--- src/rtl/decoder_nto2n_reg_if.sv ---
// Bus bundle for the registered N-to-2^N decoder: control inputs and registered selects.
interface decoder_nto2n_reg_if #(
  parameter int unsigned N = 3
);
  localparam int unsigned W = 1 << N;

  logic [N-1:0] sel;
  logic         enable;
  logic [1:0]   mode;
  logic         dir;
  logic [W-1:0] out;
  logic [N-1:0] idx;
  logic         active;
  logic         wrap;

  modport master (
    output sel, enable, mode, dir,
    input  out, idx, active, wrap
  );

  modport slave (
    input  sel, enable, mode, dir,
    output out, idx, active, wrap
  );
endinterface

--- src/rtl/decoder_nto2n_reg.sv ---
// Registered one-hot decoder with direct decode, wrapping scan, hold and clear modes.
module decoder_nto2n_reg #(
  parameter int unsigned N = 3
) (
  input logic                clk,
  input logic                rst_n,
  decoder_nto2n_reg_if.slave bus
);
  localparam int unsigned W = 1 << N;
  localparam logic [N-1:0] IdxMax = '1;
  localparam logic [W-1:0] OneHot0 = W'(1);

  typedef enum logic [1:0] {
    ModeDecode = 2'b00,
    ModeScan   = 2'b01,
    ModeHold   = 2'b10,
    ModeClear  = 2'b11
  } mode_e;

  logic [N-1:0] idx_d, idx_q;
  logic         active_d, active_q;
  logic         wrap_d, wrap_q;
  logic [W-1:0] out_d, out_q;

  always_comb begin
    idx_d    = idx_q;
    active_d = active_q;
    wrap_d   = 1'b0;
    if (!bus.enable) begin
      idx_d    = '0;
      active_d = 1'b0;
    end else begin
      case (mode_e'(bus.mode))
        ModeDecode: begin
          idx_d    = bus.sel;
          active_d = 1'b1;
        end
        ModeScan: begin
          if (!active_q) begin
            idx_d    = bus.sel;
            active_d = 1'b1;
          end else if (!bus.dir) begin
            idx_d  = idx_q + N'(1);
            // With a single select bit every step crosses the end of the range.
            wrap_d = (N == 1) || (idx_q == IdxMax);
          end else begin
            idx_d  = idx_q - N'(1);
            wrap_d = (N == 1) || (idx_q == '0);
          end
        end
        ModeHold: ;
        ModeClear: begin
          idx_d    = '0;
          active_d = 1'b0;
        end
        default: ;
      endcase
    end
    out_d = active_d ? (OneHot0 << idx_d) : '0;
  end

  always_ff @(posedge clk or negedge rst_n) begin
    if (!rst_n) begin
      idx_q    <= '0;
      active_q <= 1'b0;
      wrap_q   <= 1'b0;
      out_q    <= '0;
    end else begin
      idx_q    <= idx_d;
      active_q <= active_d;
      wrap_q   <= wrap_d;
      out_q    <= out_d;
    end
  end

  assign bus.out    = out_q;
  assign bus.idx    = idx_q;
  assign bus.active = active_q;
  assign bus.wrap   = wrap_q;
endmodule

--- src/flat_wrapper.sv ---
// flat-port wrapper written by rule: the top's interface ports become plain ports
module decoder_nto2n_reg_flat 
#(
  parameter int unsigned N = 3
)
  (clk, rst_n, bus_sel, bus_enable, bus_mode, bus_dir, bus_out, bus_idx, bus_active, bus_wrap);
  decoder_nto2n_reg_if #(.N(N)) bus_i ();
  input logic clk;
  input logic rst_n;
  input wire logic [$bits(bus_i.sel)-1:0] bus_sel;
  input wire logic [$bits(bus_i.enable)-1:0] bus_enable;
  input wire logic [$bits(bus_i.mode)-1:0] bus_mode;
  input wire logic [$bits(bus_i.dir)-1:0] bus_dir;
  output wire logic [$bits(bus_i.out)-1:0] bus_out;
  output wire logic [$bits(bus_i.idx)-1:0] bus_idx;
  output wire logic [$bits(bus_i.active)-1:0] bus_active;
  output wire logic [$bits(bus_i.wrap)-1:0] bus_wrap;
  assign bus_i.sel = bus_sel;
  assign bus_i.enable = bus_enable;
  assign bus_i.mode = bus_mode;
  assign bus_i.dir = bus_dir;
  assign bus_out = bus_i.out;
  assign bus_idx = bus_i.idx;
  assign bus_active = bus_i.active;
  assign bus_wrap = bus_i.wrap;
  decoder_nto2n_reg #(.N(N)) u_core (.clk(clk), .rst_n(rst_n), .bus(bus_i));
endmodule
--- config.mk ---
export PLATFORM = sky130hd
export DESIGN_NAME = decoder_nto2n_reg_flat
export DESIGN_NICKNAME = d
export VERILOG_FILES = /design/src/rtl/decoder_nto2n_reg_if.sv /design/src/rtl/decoder_nto2n_reg.sv /design/src/flat_wrapper.sv
export SDC_FILE = /design/constraint.sdc
export NUM_CORES = 1
export LEC_CHECK = 0
export ABC_AREA = 1
export CORE_UTILIZATION = 48
export CTS_BUF_LIST = sky130_fd_sc_hd__clkbuf_4 sky130_fd_sc_hd__clkbuf_8
export DETAILED_ROUTE_END_ITERATION = 8
export GPL_ROUTABILITY_DRIVEN = 0
export GPL_TIMING_DRIVEN = 0
export HOLD_SLACK_MARGIN = 0.08
export PLACE_DENSITY = 0.95
export SKIP_LAST_GASP = 1
export SYNTH_ARGS = -nofsm -noshare
export SYNTH_HDL_FRONTEND = slang
export SYNTH_SLANG_ARGS = --single-unit
--- constraint.sdc ---
create_clock -name clk -period 4 [get_ports clk]
set_clock_uncertainty 0.1 [all_clocks]
set_input_delay 0.4 -clock clk [delete_from_list [all_inputs] [get_ports clk]]
set_output_delay 0.4 -clock clk [all_outputs]
set_load 0.01 [all_outputs]
Word level (Yosys, flattened, before mapping)
Index checks and enable logic that the tools add are counted.
{"block": "totals", "register_bits": 13, "in_bits": 9, "out_inout_bits": 13}
{"block": "classes", "n_addsub": 2, "n_eq_ne": 3, "n_shift": 1, "mux": 11, "n_reduce_logical": 3}
{"cell": "$mux 3", "count": 3}
{"cell": "$pmux 3 s3", "count": 1}
{"cell": "$mux 8", "count": 1}
{"cell": "$shl 1x3->8 const A", "count": 1}
{"cell": "$mux 1", "count": 5}
{"cell": "$add 3x1->3 const B", "count": 1}
{"cell": "$eq 3x3->1 const B", "count": 1}
{"cell": "$logic_not 3->1", "count": 1}
{"cell": "$sub 3x1->3 const B", "count": 1}
{"cell": "$eq 2x1->1 const B", "count": 1}
{"cell": "$eq 2x2->1 const B", "count": 1}
{"cell": "$logic_not 2->1", "count": 1}
{"cell": "$pmux 1 s2", "count": 1}
{"cell": "$reduce_or 2->1", "count": 1}

Longest topological paths before layout
{"block": "depth", "word_depth": 7, "ltp_mapped": 9}

Least setup slack after synthesis
No wires, ideal clock.
{"block": "synth_timing", "path_type": "register -> register", "start": "register u_core.idx_q[0] (netlist: u_core.bus.idx[0])", "end": "register u_core.out_q[0] (netlist: u_core.bus.out[0])", "arrival_ns": 1.571, "required_time_ns": 3.823, "slack_ns": 2.252, "path_stages_with_launch": 9, "path_cell_list": "dfrtp_1 > inv_1 > fa_1 > nand2_1 > o211ai_1 > nand2_1 > nor2_1 > nand2_1 > a21oi_1"}
{"block": "synth_between", "elab_chain_cells": 7}
{"element": "start, declared", "line_no": "decoder_nto2n_reg.sv:20", "text": "logic [N-1:0] idx_d, idx_q;"}
{"element": "start signal, assigned", "line_no": "decoder_nto2n_reg.sv:69", "text": "idx_q <= idx_d;"}
{"element": "$add 3x1->3 / $sub 3x1->3 (equally long branches)", "line_no": "decoder_nto2n_reg.sv:43, decoder_nto2n_reg.sv:47"}
{"element": "$mux 3", "line_no": "decoder_nto2n_reg.sv:42", "text": "end else if (!bus.dir) begin"}
{"element": "$mux 3", "line_no": "decoder_nto2n_reg.sv:39", "text": "if (!active_q) begin"}
{"element": "$pmux 3 s3 (*)", "line_no": "decoder_nto2n_reg.sv:33", "text": "case (mode_e'(bus.mode))"}
{"element": "$mux 3 (*)", "line_no": "decoder_nto2n_reg.sv:29", "text": "if (!bus.enable) begin"}
{"element": "$shl 1x3->8 (*)", "line_no": "decoder_nto2n_reg.sv:59", "text": "out_d = active_d ? (OneHot0 << idx_d) : '0;"}
{"element": "$mux 8 (*)", "line_no": "decoder_nto2n_reg.sv:59"}
{"element": "named net u_core.out_d[0]", "line_no": "decoder_nto2n_reg.sv:23", "text": "logic [W-1:0] out_d, out_q;"}
{"element": "end signal, assigned", "line_no": "decoder_nto2n_reg.sv:72", "text": "out_q <= out_d;"}
{"element": "end, declared", "line_no": "decoder_nto2n_reg.sv:23"}
The timed path passes the listed nets; every way through them passes the cells marked *.

Worst setup path in the final report
{"block": "layout_timing", "start": "input bus_dir", "end": "register u_core.out_q[0] (netlist: u_core.bus.out[0])"}
{"block": "layout_between", "elab_chain_cells": 6}
{"element": "start, declared", "line_no": "flat_wrapper.sv:13", "text": "input wire logic [$bits(bus_i.dir)-1:0] bus_dir;"}
{"element": "$mux 3", "line_no": "decoder_nto2n_reg.sv:42"}
{"element": "$mux 3", "line_no": "decoder_nto2n_reg.sv:39"}
{"element": "$pmux 3 s3", "line_no": "decoder_nto2n_reg.sv:33"}
{"element": "$mux 3", "line_no": "decoder_nto2n_reg.sv:29"}
{"element": "$shl 1x3->8", "line_no": "decoder_nto2n_reg.sv:59"}
{"element": "$mux 8", "line_no": "decoder_nto2n_reg.sv:59"}
{"element": "named net u_core.out_d[0]", "line_no": "decoder_nto2n_reg.sv:23"}
The timed path passes the listed nets, and every way through them passes these cells.

==> results.yml <==
clock_tree:
  cts_tree: "done"
  insertion_delay_ps: 280
  clk_path_buf_depth: 2
  numCtsBuffers: 3
  htree_levels: 1
  cts_root_buf: "clkbuf_4"
  cts.sinks: 13
  ctsResizeCount: 0
  clk_pin_slew_ps: 80
  post-cts-setup-buffers: 0
  cts_hold_buf: 0
route:
  ant_nets: 0
  met2_length_um: 768
  route.detailed.drc: 0
  first_pass_iters: 4
  drt_wl_total_um: 1540
  wl_met1_um: 614
  top_layer: "met4"
  wl_met3_um: 107
  vias_per_cell: 5.32
  wl_per_cell_um: 13.0
  vias: 628
  initialDrtViolationCount: 37
timing:
  hold_viol: 0
  setup_violations: 0
  tightest_slew_ps: 569
  fmax_mhz: 486
  period_needed_ps: 2060
  relSlewSlack_pct: 62.0
  slew_viol_final: 0
  tns_ps: 0
  fin_crit_sh_pct: 51.4
  grt_setup_unrepaired: "no"
setup_path:
  start_kind: "input port"
  end_kind: "register"
  critPathBufInv: 2
  crit_end: "u_core.bus.out[0]"
  cp.arrival_ps: 2150
  cp_data_required_time_ps: 4100
  crit_start: "bus_dir"
  path_cells: "clkdlybuf4s50_1 -> inv_1 -> fa_1 -> nand2_1 -> o211ai_1 -> nand2_1 -> nor2_1 -> nand2_1 -> a21oi_1"
  timing.reg2reg.worst_path_depth: 8
  cp_max_fo: 3
  critPathSlowestCell: "fa_1"
  crit_family: "buffers and inverters"
  crit-reg2reg-launch: "u_core.bus.idx[0]"
  max_stage_delay_ps: 490
  worst-path-stages: 9
  rrSetupSlack_ps: 2010
  timing.rr.end: "u_core.bus.out[0]"
  path_class: "input port to register"
  critical_path.most_common_cell: "nand2_1"
floorplanning:
  initial_core_util_pct: 54.5
  row_count: 12
  die_y_um: 38.2
  die_w_um: 38.2
  ioPinCount: 22
  core-area_sq_um: 1160
  dieArea_sq_um: 1460
yosys:
  syn_area_sq_um: 631
  netlist_instances: 79
  synth-simple-area-share_pct: 24.4
  synth_compound_area_share_pct: 13.1
  syn_nets: 89
  synthXorXnorAreaFrac_pct: 0
  synth_top_family_by_area: "simple AND/OR/NAND/NOR gates"
  synth_cell_types: 15
  synth_seq_cells: 13
  synth.area.top_cells: "dfrtp_1, nand2_1, inv_1"
  yosysWarnings: 0
  ys_seq_area_share_pct: 51.6
  synthAdderAreaFrac_pct: 3.17
  syn_area_per_cell_sq_um: 7.98
  muxShareOfSynthArea_pct: 0
  yosysTopAreaCell: "dfrtp_1"
  yosysTopAreaCellShare_pct: 51.6
layout:
  num-fill-cells: 76
  seqCellArea_sq_um: 325
  syn_to_final_growth_pct: 40.9
  mostFrequentLayoutCells: "nand2_1, clkdlybuf4s50_1, inv_1, dfrtp_1, nor2_1"
  n_antenna_cell: 0
  layout_commonest_cell: "nand2_1"
  multiInputGateArea_sq_um: 256
  drive_gt1_share_pct: 7.69
  nNetsFinal: 115
global_route:
  grt_overflow: 0
  grt_max_degree: 14
  grt_usage_pct: 26.3
  grt_pass1_wl_um: 2490
  grt_pass1_vias: 584
  antenna_found_initial: 0
run_status:
  status: "complete, no violations"
power:
  peakVddDrop_mv: 0.239
  powerDensity_nw_per_um2: 320
  power.total_w: 0.000285
  p_leak_nw: 0.442
flow_run:
  max_cap_violations: 0
place:
  io_buffers: 21
  place_hpwl_um: 1200
min_path:
  hp-class: "input port to asynchronous set/reset pin"
worst min path at each step:
stage               depth (start not counted)                end  slack, ps               from
global route                                1  u_core.bus.out[1]        420              rst_n
finish                                      1    u_core.bus.wrap        380              rst_n
global placement                            3    u_core.bus.wrap        540  u_core.bus.idx[1]
CTS                                         1    u_core.bus.wrap        400              rst_n
floorplan                                   0  u_core.bus.active          4              rst_n
detailed placement                          3    u_core.bus.wrap        570  u_core.bus.idx[1]
flip-flops by register name (all words and copies together), names as in the netlist:
| register | flops |
|---|---|
| u_core.bus.out | 8 |
| u_core.bus.idx | 3 |
| u_core.bus.wrap | 1 |
| u_core.bus.active | 1 |
area by class of cell:
cell class                      count  share of cell area, %
Timing Repair Buffer               21                   23.7
Tap cell                           14                   1.97
Multi-Input combinational cell     53                   28.9
Inverter                           13                   5.49
Clock buffer                        4                   3.38
Sequential cell                    13                   36.6
synthesized netlist by cell type, drive strengths merged:
master / n
nor2: 9
nand2: 24
dfrtp: 13
inv: 13
a21oi: 7
nand3: 2
nor3: 3
fa: 1
o21ai: 5
o211ai: 1
o21a: 1
through the flow:
step / worst slack (ps) / hold slack [ps] / utilization, % / instances / cell area (sq um)
3_3_place_gp: 1780 / 544 / 74.2 / 114 / 858
5_1_grt: 1890 / 420 / 76.8 / 118 / 888
6_report: 1940 / 379 / 76.8 / 118 / 888
2_1_floorplan: 2250 / 4.41 / - / 79 / 631
4_1_cts: 1960 / 397 / 76.8 / 118 / 888
3_5_place_dp: 1680 / 566 / 74.2 / 114 / 858
cells by family (layout without fill, tap and decap cells):
group,Yosys count,count (layout)
AOI/OAI and AO/OA,14,14
and+or+nand+nor,38,38
adders and majority gates,1,1
buffers and inverters,13,38
DFF,13,13
where the power goes:
group | internal (W) | switching (W) | total (W)
sequential | 0.000136 | 0.00000377 | 0.000140
clock | 0.0000455 | 0.0000430 | 0.0000885
combinational | 0.0000247 | 0.0000316 | 0.0000563
total | 0.000206 | 0.0000784 | 0.000285
routing by layer:
layer / vias up / global-route usage [%]
met1: 282 / 30.0
met5: - / 0
met4: 0 / 15.2
li1: 299 / -
met3: 8 / 8.14
met2: 39 / 43.2
(Power assumes the default switching activity.)
